<file path="config.mk">
export PLATFORM = sky130hd
export DESIGN_NAME = pc_fetch_unit_flat
export DESIGN_NICKNAME = d
export VERILOG_FILES = /design/src/rtl/pc_fetch_if.sv /design/src/rtl/pc_fetch_unit.sv /design/src/flat_wrapper.sv
export SDC_FILE = /design/constraint.sdc
export NUM_CORES = 1
export LEC_CHECK = 0
export CORE_ASPECT_RATIO = 1.4
export CORE_UTILIZATION = 55
export DETAILED_ROUTE_END_ITERATION = 8
export HOLD_SLACK_MARGIN = 0.15
export PLACE_DENSITY = 0.89
export SYNTH_ARGS = -nofsm -noshare
export SYNTH_HDL_FRONTEND = slang
export SYNTH_SLANG_ARGS = --single-unit
</file>
<file path="constraint.sdc">
create_clock -name clk -period 6 [get_ports clk]
set_input_delay 1.2 -clock clk [delete_from_list [all_inputs] [get_ports clk]]
set_output_delay 1.2 -clock clk [all_outputs]
set_load 0.01 [all_outputs]
</file>
<file path="src/rtl/pc_fetch_if.sv">
// Fetch-side bundle: PC request/handshake out to fetch, branch/exception resolution in from execute.
// The unit that owns the PC uses the master modport. The fetch/execute side uses the slave modport.
interface pc_fetch_if #(
    parameter int ADDRESS_SIZE = 32
);
    logic                    fetch_ready;
    logic                    fetch_valid;
    logic [ADDRESS_SIZE-1:0] fetch_pc;
    logic                    fetch_pred_taken;
    logic                    br_valid;
    logic [ADDRESS_SIZE-1:0] br_pc;
    logic                    br_conditional;
    logic [ADDRESS_SIZE-1:0] br_immediate;
    logic [ADDRESS_SIZE-1:0] br_result;
    logic                    br_pred_taken;
    logic                    exc_valid;
    logic                    flush;
    logic [15:0]             redirect_count;

    modport master (
        input  fetch_ready, br_valid, br_pc, br_conditional, br_immediate,
               br_result, br_pred_taken, exc_valid,
        output fetch_valid, fetch_pc, fetch_pred_taken, flush, redirect_count
    );

    modport slave (
        output fetch_ready, br_valid, br_pc, br_conditional, br_immediate,
               br_result, br_pred_taken, exc_valid,
        input  fetch_valid, fetch_pc, fetch_pred_taken, flush, redirect_count
    );
endinterface

</file>
<file path="src/rtl/pc_fetch_unit.sv">
// PC generator: BOOT/RUN/BUBBLE sequencing, branch/exception redirect with one-cycle flush, saturating redirect count.
// A redirect takes effect on the next cycle. fetch_pc holds while fetch_ready is low. Optional BTB is enabled by PC_BTB_EN.
module pc_fetch_unit #(
    parameter int                      ADDRESS_SIZE     = 32,
    parameter int                      INSTRUCTION_SIZE = 4,
    parameter logic [ADDRESS_SIZE-1:0] RESET_VECTOR     = '0,
    parameter logic [ADDRESS_SIZE-1:0] EXC_VECTOR       = 32'h100,
    parameter int                      BTB_ENTRIES      = 8
) (
    input  logic      clk,
    input  logic      reset,
    pc_fetch_if.master bus
);
    localparam logic [ADDRESS_SIZE-1:0] INC        = ADDRESS_SIZE'(INSTRUCTION_SIZE);
    localparam logic [ADDRESS_SIZE-1:0] ALIGN_MASK = ~(ADDRESS_SIZE'(INSTRUCTION_SIZE - 1));

    typedef enum logic [1:0] {BOOT = 2'd0, RUN = 2'd1, BUBBLE = 2'd2} state_t;

    state_t                  r_state;
    state_t                  w_state_nxt;
    logic [ADDRESS_SIZE-1:0] r_pc;
    logic [ADDRESS_SIZE-1:0] w_pc_nxt;
    logic                    r_flush;
    logic [15:0]             r_redirect_cnt;

    logic                    w_taken;
    logic [ADDRESS_SIZE-1:0] w_br_target;
    logic                    w_br_redirect;
    logic [ADDRESS_SIZE-1:0] w_br_redirect_pc;
    logic                    w_redirect;
    logic [ADDRESS_SIZE-1:0] w_redirect_pc;
    logic                    w_btb_hit;
    logic [ADDRESS_SIZE-1:0] w_btb_tgt;

    assign w_taken     = bus.br_conditional ? (bus.br_result == '0) : 1'b1;
    assign w_br_target = bus.br_conditional ? (bus.br_pc + bus.br_immediate)
                                            : ((bus.br_immediate + bus.br_result) & ALIGN_MASK);

`ifdef PC_BTB_EN
    localparam int OFF_W = $clog2(INSTRUCTION_SIZE);
    localparam int IDX_W = (BTB_ENTRIES > 1) ? $clog2(BTB_ENTRIES) : 1;

    logic [BTB_ENTRIES-1:0]  r_btb_vld;
    logic [ADDRESS_SIZE-1:0] r_btb_tag [BTB_ENTRIES];
    logic [ADDRESS_SIZE-1:0] r_btb_tgt [BTB_ENTRIES];
    logic [IDX_W-1:0]        w_fetch_idx;
    logic [IDX_W-1:0]        w_br_idx;
    logic                    w_btb_upd;

    assign w_fetch_idx = bus.fetch_pc[OFF_W +: IDX_W];
    assign w_br_idx    = bus.br_pc[OFF_W +: IDX_W];
    assign w_btb_hit   = r_btb_vld[w_fetch_idx] && (r_btb_tag[w_fetch_idx] == bus.fetch_pc);
    assign w_btb_tgt   = r_btb_tgt[w_fetch_idx];
    // A branch squashed by a concurrent exception must not train the BTB.
    assign w_btb_upd   = bus.br_valid && bus.br_conditional && !bus.exc_valid;

    assign w_br_redirect    = bus.br_valid && (w_taken != bus.br_pred_taken);
    assign w_br_redirect_pc = w_taken ? w_br_target : (bus.br_pc + INC);

    always_ff @(posedge clk) begin
        if (reset) begin
            r_btb_vld <= '0;
        end else if (w_btb_upd) begin
            if (w_taken) begin
                r_btb_vld[w_br_idx] <= 1'b1;
            end else if (r_btb_tag[w_br_idx] == bus.br_pc) begin
                r_btb_vld[w_br_idx] <= 1'b0;
            end
        end
    end

    always_ff @(posedge clk) begin
        if (w_btb_upd && w_taken) begin
            r_btb_tag[w_br_idx] <= bus.br_pc;
            r_btb_tgt[w_br_idx] <= w_br_target;
        end
    end
`else
    logic w_unused_pred;

    assign w_btb_hit        = 1'b0;
    assign w_btb_tgt        = '0;
    assign w_br_redirect    = bus.br_valid && w_taken;
    assign w_br_redirect_pc = w_br_target;
    assign w_unused_pred    = &{1'b0, bus.br_pred_taken};
`endif

    assign w_redirect    = bus.exc_valid || w_br_redirect;
    assign w_redirect_pc = bus.exc_valid ? EXC_VECTOR : w_br_redirect_pc;

    always_ff @(posedge clk) begin
        if (reset) begin
            r_state <= BOOT;
        end else begin
            r_state <= w_state_nxt;
        end
    end

    always_comb begin
        w_state_nxt = r_state;
        if (w_redirect) begin
            w_state_nxt = BUBBLE;
        end else begin
            case (r_state)
                BOOT, BUBBLE: w_state_nxt = RUN;
                default:      w_state_nxt = RUN;
            endcase
        end
    end

    always_comb begin
        bus.fetch_valid      = (r_state == RUN);
        bus.fetch_pred_taken = (r_state == RUN) && w_btb_hit;
        bus.fetch_pc         = r_pc;
        bus.flush            = r_flush;
        bus.redirect_count   = r_redirect_cnt;
    end

    // A redirect overrides any fetch handshake in the same cycle.
    always_comb begin
        w_pc_nxt = r_pc;
        if (w_redirect) begin
            w_pc_nxt = w_redirect_pc;
        end else if ((r_state == RUN) && bus.fetch_ready) begin
            w_pc_nxt = bus.fetch_pred_taken ? w_btb_tgt : (r_pc + INC);
        end
    end

    always_ff @(posedge clk) begin
        if (reset) begin
            r_pc           <= RESET_VECTOR;
            r_flush        <= 1'b0;
            r_redirect_cnt <= '0;
        end else begin
            r_pc    <= w_pc_nxt;
            r_flush <= w_redirect;
            if (w_redirect && (r_redirect_cnt != 16'hFFFF)) begin
                r_redirect_cnt <= r_redirect_cnt + 16'd1;
            end
        end
    end
endmodule
</file>
<file path="src/flat_wrapper.sv">
// flat-port wrapper written by rule: the top's interface ports become plain ports
module pc_fetch_unit_flat 
#(
    parameter int                      ADDRESS_SIZE     = 32,
    parameter int                      INSTRUCTION_SIZE = 4,
    parameter logic [ADDRESS_SIZE-1:0] RESET_VECTOR     = '0,
    parameter logic [ADDRESS_SIZE-1:0] EXC_VECTOR       = 32'h100,
    parameter int                      BTB_ENTRIES      = 8
)
  (clk, reset, bus_fetch_ready, bus_br_valid, bus_br_pc, bus_br_conditional, bus_br_immediate, bus_br_result, bus_br_pred_taken, bus_exc_valid, bus_fetch_valid, bus_fetch_pc, bus_fetch_pred_taken, bus_flush, bus_redirect_count);
  pc_fetch_if #(.ADDRESS_SIZE(ADDRESS_SIZE)) bus_i ();
  input  logic clk;
  input  logic reset;
  input wire logic [$bits(bus_i.fetch_ready)-1:0] bus_fetch_ready;
  input wire logic [$bits(bus_i.br_valid)-1:0] bus_br_valid;
  input wire logic [$bits(bus_i.br_pc)-1:0] bus_br_pc;
  input wire logic [$bits(bus_i.br_conditional)-1:0] bus_br_conditional;
  input wire logic [$bits(bus_i.br_immediate)-1:0] bus_br_immediate;
  input wire logic [$bits(bus_i.br_result)-1:0] bus_br_result;
  input wire logic [$bits(bus_i.br_pred_taken)-1:0] bus_br_pred_taken;
  input wire logic [$bits(bus_i.exc_valid)-1:0] bus_exc_valid;
  output wire logic [$bits(bus_i.fetch_valid)-1:0] bus_fetch_valid;
  output wire logic [$bits(bus_i.fetch_pc)-1:0] bus_fetch_pc;
  output wire logic [$bits(bus_i.fetch_pred_taken)-1:0] bus_fetch_pred_taken;
  output wire logic [$bits(bus_i.flush)-1:0] bus_flush;
  output wire logic [$bits(bus_i.redirect_count)-1:0] bus_redirect_count;
  assign bus_i.fetch_ready = bus_fetch_ready;
  assign bus_i.br_valid = bus_br_valid;
  assign bus_i.br_pc = bus_br_pc;
  assign bus_i.br_conditional = bus_br_conditional;
  assign bus_i.br_immediate = bus_br_immediate;
  assign bus_i.br_result = bus_br_result;
  assign bus_i.br_pred_taken = bus_br_pred_taken;
  assign bus_i.exc_valid = bus_exc_valid;
  assign bus_fetch_valid = bus_i.fetch_valid;
  assign bus_fetch_pc = bus_i.fetch_pc;
  assign bus_fetch_pred_taken = bus_i.fetch_pred_taken;
  assign bus_flush = bus_i.flush;
  assign bus_redirect_count = bus_i.redirect_count;
  pc_fetch_unit #(.ADDRESS_SIZE(ADDRESS_SIZE), .INSTRUCTION_SIZE(INSTRUCTION_SIZE), .RESET_VECTOR(RESET_VECTOR), .EXC_VECTOR(EXC_VECTOR), .BTB_ENTRIES(BTB_ENTRIES)) u_core (.clk(clk), .reset(reset), .bus(bus_i));
endmodule
</file>
==> results of run 1 <==
[critical path: cells and delay by family]
family / cells / cell delay, ns
buf+inv: 1 / 0.44
fa+ha+maj: 1 / 0.34
compound gates: 7 / 2.29
simple gates: 1 / 0.15
mux: 1 / 0.19
[flip-flops by register name, summed over array words and instances, names as in the netlist]
| name | count |
|---|---|
| u_core.bus.fetch_pc | 32 |
| u_core.bus.redirect_count | 16 |
| u_core.bus.flush | 1 |
| u_core.r_state | 1 |
[layout by cell type, fill, tap and decap left out, types with 3 or more instances in the layout]
cell and count:
sky130_fd_sc_hd__a221oi_1 4, sky130_fd_sc_hd__or3_1 5, sky130_fd_sc_hd__nand3_1 23, sky130_fd_sc_hd__nand4_1 20, sky130_fd_sc_hd__nand2_1 70, sky130_fd_sc_hd__buf_4 5
sky130_fd_sc_hd__a31oi_1 18, sky130_fd_sc_hd__nor2b_1 10, sky130_fd_sc_hd__a311oi_1 3, sky130_fd_sc_hd__nor4_1 11, sky130_fd_sc_hd__a21o_1 18, sky130_fd_sc_hd__inv_1 19
sky130_fd_sc_hd__o32ai_1 3, sky130_fd_sc_hd__nor2_1 79, sky130_fd_sc_hd__and2_1 7, sky130_fd_sc_hd__nor3_1 23, sky130_fd_sc_hd__ha_1 63, sky130_fd_sc_hd__and3_1 21
sky130_fd_sc_hd__a21oi_1 70, sky130_fd_sc_hd__a31o_2 3, sky130_fd_sc_hd__clkbuf_16 5, sky130_fd_sc_hd__o21bai_1 8, sky130_fd_sc_hd__o21ai_1 3, sky130_fd_sc_hd__o221a_2 3
sky130_fd_sc_hd__o21ai_0 43, sky130_fd_sc_hd__dfxtp_1 50, sky130_fd_sc_hd__o21a_1 14, sky130_fd_sc_hd__and4_1 5, sky130_fd_sc_hd__clkdlybuf4s50_1 151, sky130_fd_sc_hd__a211oi_1 17
sky130_fd_sc_hd__a2111oi_0 3, sky130_fd_sc_hd__xor2_1 39, sky130_fd_sc_hd__xnor2_1 37, sky130_fd_sc_hd__nand2b_1 8, sky130_fd_sc_hd__mux2i_1 8, sky130_fd_sc_hd__o211ai_1 3
sky130_fd_sc_hd__nand3b_1 4
[power by group through the flow]
| stage | Clock, W | Sequential (W) | Combinational [W] |
|---|---|---|---|
| after detailed placement | 0 | 0.000362 | 0.000531 |
| after global routing | 0.000303 | 0.000357 | 0.000592 |
| after global placement | 0 | 0.000362 | 0.000522 |
| final | 0.000287 | 0.000355 | 0.000544 |
| after CTS | 0.000290 | 0.000355 | 0.000535 |
| after floorplan | 0 | 0.000364 | 0.000343 |
[per-stage QoR]
stage,hold slack [ns],total power (W),std cells,util (%),cell area (µm²)
final,0.481,0.00119,1064,73.8,7680
after global routing,0.511,0.00125,1064,73.8,7680
after CTS,0.486,0.00118,1064,73.8,7680
after detailed placement,0.471,0.000893,1056,72.4,7530
after global placement,0.465,0.000883,1056,72.4,7530
after floorplan,0.523,0.000707,787,-,5920
[kinds of logic after synthesis]
| family | count (synthesis) |
|---|---|
| compound gates | 244 |
| xor+xnor | 76 |
| fa+ha+maj | 64 |
| buf+inv | 44 |
| flops | 50 |
| mux | 10 |
| other cells | 1 |
| simple gates | 298 |
[cells in the mapped netlist (8+ instances only)]
library cell,n,share of area [%]
sky130_fd_sc_hd__nor2_1,79,5.0
sky130_fd_sc_hd__nand2_1,70,4.4
sky130_fd_sc_hd__a21o_1,18,2.3
sky130_fd_sc_hd__inv_1,19,1.2
sky130_fd_sc_hd__nor4_1,11,1.2
sky130_fd_sc_hd__and3_1,21,2.2
sky130_fd_sc_hd__xnor2_1,37,5.5
sky130_fd_sc_hd__xor2_1,39,5.8
sky130_fd_sc_hd__o21a_1,14,1.8
sky130_fd_sc_hd__dfxtp_1,50,17
sky130_fd_sc_hd__ha_1,63,13
sky130_fd_sc_hd__nand2b_1,8,0.85
sky130_fd_sc_hd__nand3_1,23,1.9
sky130_fd_sc_hd__clkbuf_1,21,1.3
sky130_fd_sc_hd__mux2i_1,8,1.4
sky130_fd_sc_hd__nand4_1,20,2.1
sky130_fd_sc_hd__a21oi_1,70,5.9
sky130_fd_sc_hd__o21bai_1,8,1.0
sky130_fd_sc_hd__o21ai_0,43,3.6
sky130_fd_sc_hd__nor3_1,23,1.9
sky130_fd_sc_hd__a211oi_1,17,2.2
sky130_fd_sc_hd__nor2b_1,10,1.1
sky130_fd_sc_hd__a31oi_1,18,1.9
[worst min-delay path by stage]
stage / from / end / slack (ns) / cells after the start
final: u_core.bus.fetch_pc[14] / u_core.bus.fetch_pc[14] / 0.48 / 1
after CTS: u_core.bus.fetch_pc[14] / u_core.bus.fetch_pc[14] / 0.49 / 1
after floorplan: u_core.bus.fetch_pc[14] / u_core.bus.fetch_pc[14] / 0.52 / 1
after detailed placement: u_core.bus.fetch_pc[14] / u_core.bus.fetch_pc[14] / 0.47 / 1
after global routing: u_core.bus.fetch_pc[14] / u_core.bus.fetch_pc[14] / 0.51 / 1
after global placement: u_core.bus.fetch_pc[14] / u_core.bus.fetch_pc[14] / 0.47 / 1
[area by class of cell]
cell class	instances	area (µm²)	share of cell area, %
sequential	50	1000	13.0
clock buffer	7	143	1.86
tap	138	173	2.25
clock inverter	1	5.00	0.0652
multi-input combinational	693	4740	61.7
inverter	19	71.3	0.929
timing repair buffer	156	1550	20.2
[routing by layer]
| metal | routed length, µm | vias to the layer above | share of wire [%] | GRT usage [%] |
|---|---|---|---|---|
| met1 | 7150 | 3054 | 40 | 38.9 |
| met3 | 1190 | 56 | 6.7 | 3.91 |
| met4 | 674 | 0 | 3.8 | 13.8 |
| met5 | 0 | - | 0 | 0 |
| met2 | 8710 | 320 | 49 | 55.2 |
| li1 | - | 3228 | - | - |
==> metrics list, run 1 <==
* Diodes inserted: 0
- Residual antenna-violating net count after detailed routing: 0
* Area fraction in compound gates after synthesis: 28.2%
* Number of enable-type register cells in the synthesized netlist: 0
* Number of primary I/O pins: 154
- CTS buffer count: 5
- For this run, design rule violations remaining after detail routing come to 0.
- Total number of yosys warnings: 0
* Setup Crit Path Kind: in -> reg
- Final Hold Viols: 0
- For the final routed database, the setup TNS stands at 0 ns.
- Max stage delay cell, worst path: sky130_fd_sc_hd__o41ai_1
* Number of fill cells in the layout: 835
- Maximum capacitance violations: 0
- Register-to-register setup slack: 3.29 ns
- DIE AREA: 11200 µm²
- Power Internal: 0.000761 W
- In this run the deepest clock path goes through 2 buffers.
* Hold-fix buffer count after cts: 0
* Syn nets: 954
* Iteration count of the initial detailed-routing pass: 5
- Pin count of the biggest net entering global routing: 50
- For this block, the initial DRC count from the detailed router was 371.
- In the synthesized netlist the async set-or-reset flop fraction comes to 0%.
- Of all nets on the critical path, the largest fanout is 4.
- The most critical setup path has its endpoint at u_core.bus.fetch_pc[25].
- Area share of xor/xnor cells in the synthesized design: 11.2%
* Normalized max-slew margin: 31.2%
- Die Y: 125 µm
* Required arrival time at the worst endpoint: 6.21 ns
* Vias per cell: 6.26
- Logic pwr share: 45.8%
- Data arrives at the worst endpoint at 4.62 ns.
- Worst setup EP type: flop
- The number of setup buffers added after CTS is 0.
- Total of cells resized after clock tree synthesis: 0
- IR drop worst, VDD: 0.111 mV
* Area share of and/or/nand/nor cells after synthesis: 25.2%
- Synthesis produced a netlist whose cell count is 787.
* Clock transition at the registers of the reported paths: 0.06 ns
- The worst setup path is launched from a primary input.
- The number of cells on the worst reg-to-reg path is 9.
* Total via count in the routed design: 6658
- Register area share after synthesis: 16.9%
* Combinational family with the most area after synthesis: compound AO/OA/AOI/OAI gates
- Period Utilization, post-route: 73.6%
* FF-to-FF End: u_core.bus.fetch_pc[25]
* Setup ws final: 1.59 ns
* Min-delay worst type: reg -> reg
- Multiplexer cells account for 1.73% of the synthesized area.
* Overall track demand over capacity in global routing: 32.1%
* Total number of nets in the final design: 1092
- The region available for standard cell placement spans 10400 µm².
- Most used flip-flop cell after synthesis: sky130_fd_sc_hd__dfxtp_1
* Maximum clock frequency: 227 MHz
* Per-instance average area after synthesis: 7.52 µm²
- Of the total power, the share spent switching nets is 35.9%.
- WL/cell: 16.7 µm
* Clock network power share: 24.2%
* Residual overflow from global routing: 0
* Dominant cell type by count on the critical path: sky130_fd_sc_hd__o21ai_0
- Clock skew on the completed layout was measured at 0.00735 ns.
- Register bit count reported by yosys: 50
- Total detailed-routing wirelength: 17.7 mm
* Post-DP HPWL: 14.3 mm
- H-tree levels: 2
* Critical path origin: bus_br_immediate[3]
- Setup repair after global routing left no endpoint under its margin.
- Sequential cells account for 30.0% of the total power.
- The max-slew violation count came to 0.
- The die is 89.7 µm wide.
- Clock latency on the worst-skew pair, taken at its later pin, is 0.29 ns.
- Routability-driven placement congestion ratio: 0.995
- The cell area that synthesis handed to floorplanning was 5920 µm².
- Clock net sink count: 50
* Worst slack after detailed placement: 1.49 ns
- Delay of the slowest cell on the worst path: 0.84 ns
* Adder-cell area share of the yosys netlist: 13.7%
* Starting density of the core: 56.9%
- The initial antenna violation count came to 0.
- Site row count: 44
- Via count of the first global-routing pass: 6356
- The smallest clock period supported by the final layout is computed as 4.41 ns.
- For this design the total switching power over the nets is 0.000425 W.
- The first global-routing pass estimated 28.9 mm of wire.
- Dividing total power by cell area gives a power density of 154 nW/µm².
* Final setup violation count: 0
- In this run the static leakage power is 2.98 nW.
- Crit-path cells: clkdlybuf4s50_1 > ha_1 > o21ai_0 > o21ai_0 > nand3_1 > o21ai_2 > a21boi_1 > o41ai_1 > o21ai_0 > mux2i_1 > a311oi_1
- Relative to the synthesized area, the layout overhead comes to 29.8%.
- The worst register-to-register path begins at u_core.bus.fetch_pc[7].
- Status: completed
- CTS Root Buffer Type: sky130_fd_sc_hd__clkbuf_16
- TritonCTS clock tree: yes
* Fraction of final layout cells sized beyond drive strength 1: 4.10%
- Measured slew at the worst slew-check pin: 1.02 ns
- Cell variety after synth: 79
- During placement, the flow inserted port buffers numbering 151.
Note: power is estimated with default switching activity, not from simulation.
==> inputs of run 2 (changes only) <==
Settings changed: CORE_UTILIZATION 55 to 51, PLACE_DENSITY 0.89 to 0.83.
Clock period 6 ns to 4.3 ns, I/O delays scaled along.
==> run 2 against run 1 <==
Setup slack lost 1.2 ns. Die area grew 7.7%. Final cell count grew 1.3%. Global-route usage shrank 1.9 points. Combinational power grew 41%. First-iteration DRC count grew 21%. Worst hold slack gained 0.011 ns. Power grew 39%. Critical path type unchanged. Largest power group unchanged.
==> metrics list, run 2 (synthesis results as in run 1) <==
- Setup Crit Path Kind: in -> reg (unchanged)
- Total non-filler cell area in the finished layout: 7750 µm² (was 7680 µm²)
- Starting density of the core: 52.2% (was 56.9%)
- The initial antenna violation count was 0 (unchanged).
- The first-pass GRT wire length was 29.4 mm (was 28.9 mm).
* Via count of the first global-routing pass: 6309 (was 6356)
- TritonCTS clock tree: yes (unchanged)
- The critical path required time came to 4.53 ns (was 6.21 ns).
- Site row count: 46 (was 44)
* WL/cell: 16.8 µm (was 16.7 µm)
* Number of primary I/O pins: 154 (unchanged)
- The sum of negative setup slack was 0 ns (unchanged).
- H-tree levels: 2 (unchanged)
* Most common library cell in the layout ignoring fill and taps: sky130_fd_sc_hd__clkdlybuf4s50_1 (unchanged)
- Data arrival time of the worst path: 4.11 ns (was 4.62 ns)
- The final-report hold violation count is 0 (unchanged).
* Maximum capacitance violations: 0 (unchanged)
* Leakage power total: 3.03 nW (was 2.98 nW)
* Measured slew at the worst slew-check pin: 0.638 ns (was 1.02 ns)
- Post-DP HPWL: 14.8 mm (was 14.3 mm)
- Total via count in the routed design: 6607 (was 6658)
- Based on the critical path, the design can be clocked at up to 258 MHz.
- Die Y: 129 µm (was 125 µm)
* Area grow syn2layout: 31.0% (was 29.8%)
* Worst setup SP type: primary input (unchanged)
* Port-buffer cells: 151 (unchanged)
- The instance area at placement is 7610 µm² (was 7530 µm²).
- The type of the tightest min-delay check is reg -> reg (unchanged).
- Residual DRC count: 0 (unchanged)
- Diodes inserted: 0 (unchanged)
- The number of buffers inserted to repair setup after CTS came to 0 (unchanged).
- Overall track demand over capacity in global routing: 30.2% (was 32.1%)
- The number of gates given a new drive strength after cts came to 0 (unchanged).
* Width of the die: 93.0 µm (was 89.7 µm)
- Residual overflow from global routing: 0 (unchanged)
- The max-slew violation count came to 0 (unchanged).
* Normalized max-slew margin: 56.4% (was 31.2%)
- The number of hold buffers added after CTS is 0 (unchanged).
* Period Utilization, post-route: 90.1%
* IR drop worst, VDD: 0.141 mV (was 0.111 mV)
- The count of endpoints failing setup in the final report came to 0 (unchanged).
- The number of nets in the layout came to 1102 (was 1092).
- Dominant delay contributor by cell family on the critical path: compound AO/OA/AOI/OAI gates (unchanged)
* Max stage delay cell, worst path: sky130_fd_sc_hd__clkdlybuf4s50_1 (was sky130_fd_sc_hd__o41ai_1)
* Iteration count of the initial detailed-routing pass: 5 (unchanged)
* Vias per cell: 6.13 (was 6.26)
* Residual antenna-violating net count after detailed routing: 0 (unchanged)
- Clock transition at the registers of the reported paths: 0.06 ns (about the same)
* Area inside the core boundary: 11300 µm² (was 10400 µm²)
- Leading cell types in the layout, fill and taps excluded: 151 x sky130_fd_sc_hd__clkdlybuf4s50_1, 79 x sky130_fd_sc_hd__nor2_1, 70 x sky130_fd_sc_hd__nand2_1, 70 x sky130_fd_sc_hd__a21oi_1, 63 x sky130_fd_sc_hd__ha_1 (unchanged)
- The peak fanout along the critical path came to 4 (unchanged).
- DR iter-0 viols: 449 (was 371)
* Delay of the slowest cell on the worst path: 0.48 ns (was 0.84 ns)
* Clock latency on the worst-skew pair: 0.29 ns (about the same)
- Crit-path cells: clkdlybuf4s50_1 > ha_1 > inv_1 > fa_1 > nor2b_1 > o31a_2 > o32ai_4 > o31a_2 > o41ai_4 > nand3b_1 > a31oi_1 > mux2_2 > nand3_1 (was clkdlybuf4s50_1 > ha_1 > o21ai_0 > o21ai_0 > nand3_1 > o21ai_2 > a21boi_1 > o41ai_1 > o21ai_0 > mux2i_1 > a311oi_1).
- The weighted congestion reported at the end of routability-driven placement was 0.996 (was 0.995).
- The pin count of the biggest net entering global routing is 38 (was 50).
- Number of buffers and inverters on the critical path: 2 (was 1)
- CTS buffer count: 5 (unchanged)
* Status: completed (unchanged)
- Setup repair after global routing missed its margin: false (unchanged)
* Number of flip-flops under the largest register name: 32 (unchanged)
- The sink count of the clock tree was 50 (unchanged).
- The final clock skew was 0.00429 ns (was 0.00735 ns).
- Fraction of final layout cells sized beyond drive strength 1: 5.03% (was 4.10%)
* CTS Root Buffer Type: sky130_fd_sc_hd__clkbuf_16 (unchanged)
- Buffers from clock root to sink, at most: 2 (unchanged)
* Dominant cell type by count on the critical path: sky130_fd_sc_hd__o31a_2 (was sky130_fd_sc_hd__o21ai_0)
- Total detailed-routing wirelength: 18.1 mm (was 17.7 mm)
- The total power per unit cell area is 213 nW/µm² (was 154 nW/µm²).
* DIE AREA: 12000 µm² (was 11200 µm²)
* Minimum clock period: 3.87 ns
* Worst setup EP type: flop (unchanged)
==> run 2: cell count changes in the layout (fill, tap and decap cells not counted) <==
cell / before / now
sky130_fd_sc_hd__clkbuf_1: 1 / 0
sky130_fd_sc_hd__buf_4: 5 / 15
sky130_fd_sc_hd__clkinv_2: 1 / 0
==> run 2: path summary, 6_finish.rpt <==
path         cells past startpoint                    start  slack (ns)                      end
max                             13      bus_br_immediate[0]        0.43  u_core.bus.fetch_pc[28]
min reg2reg                      1  u_core.bus.fetch_pc[14]        0.49  u_core.bus.fetch_pc[14]
min                              1  u_core.bus.fetch_pc[14]        0.49  u_core.bus.fetch_pc[14]
max reg2reg                     10   u_core.bus.fetch_pc[2]        1.82  u_core.bus.fetch_pc[30]
==> run 2: final cells by class <==
class / count / area [µm²]
clock buffers: 6 / 139
fillers: 1014 / 3580
inverters: 19 / 71.3
multi-input cells: 693 / 4740
flip-flops and latches: 50 / 1000
well taps: 144 / 180
repair buffers: 166 / 1620
==> run 2: stage by stage <==
stage	hold WS [ns]	util, %	std cells	power [W]	worst slack (ns)
after floorplan	0.523	-	787	0.000987	0.957
after global placement	0.468	67.2	1072	0.00125	0.210
after detailed placement	0.483	67.2	1072	0.00126	0.172
after CTS	0.497	68.4	1078	0.00164	0.459
after global routing	0.529	68.4	1078	0.00175	0.257
final	0.492	68.4	1078	0.00165	0.427
==> run 2: routing by layer <==
| metal | wire (µm) | share of wire, % | track usage, % | up-vias |
|---|---|---|---|---|
| li1 | - | - | - | 3239 |
| met1 | 7580 | 42 | 37.0 | 3070 |
| met4 | 555 | 3.1 | 11.9 | 0 |
| met3 | 998 | 5.5 | 2.99 | 41 |
| met5 | 0 | 0 | 0 | - |
| met2 | 8960 | 50 | 53.8 | 257 |
==> run 2: report_power, final <==
group	total, W	internal [W]	switching (W)
combinational	0.000768	0.000359	0.000408
sequential	0.000495	0.000478	0.0000173
clock	0.000385	0.000225	0.000160
==> inputs of run 3 (changes only) <==
Settings changed: ABC_CLOCK_PERIOD_IN_PS from default to 4300, CTS_CLUSTER_DIAMETER from default to 80.
==> results of run 3 <==
Same layout as run 2: the final DEF is identical, and so are final timing and power.
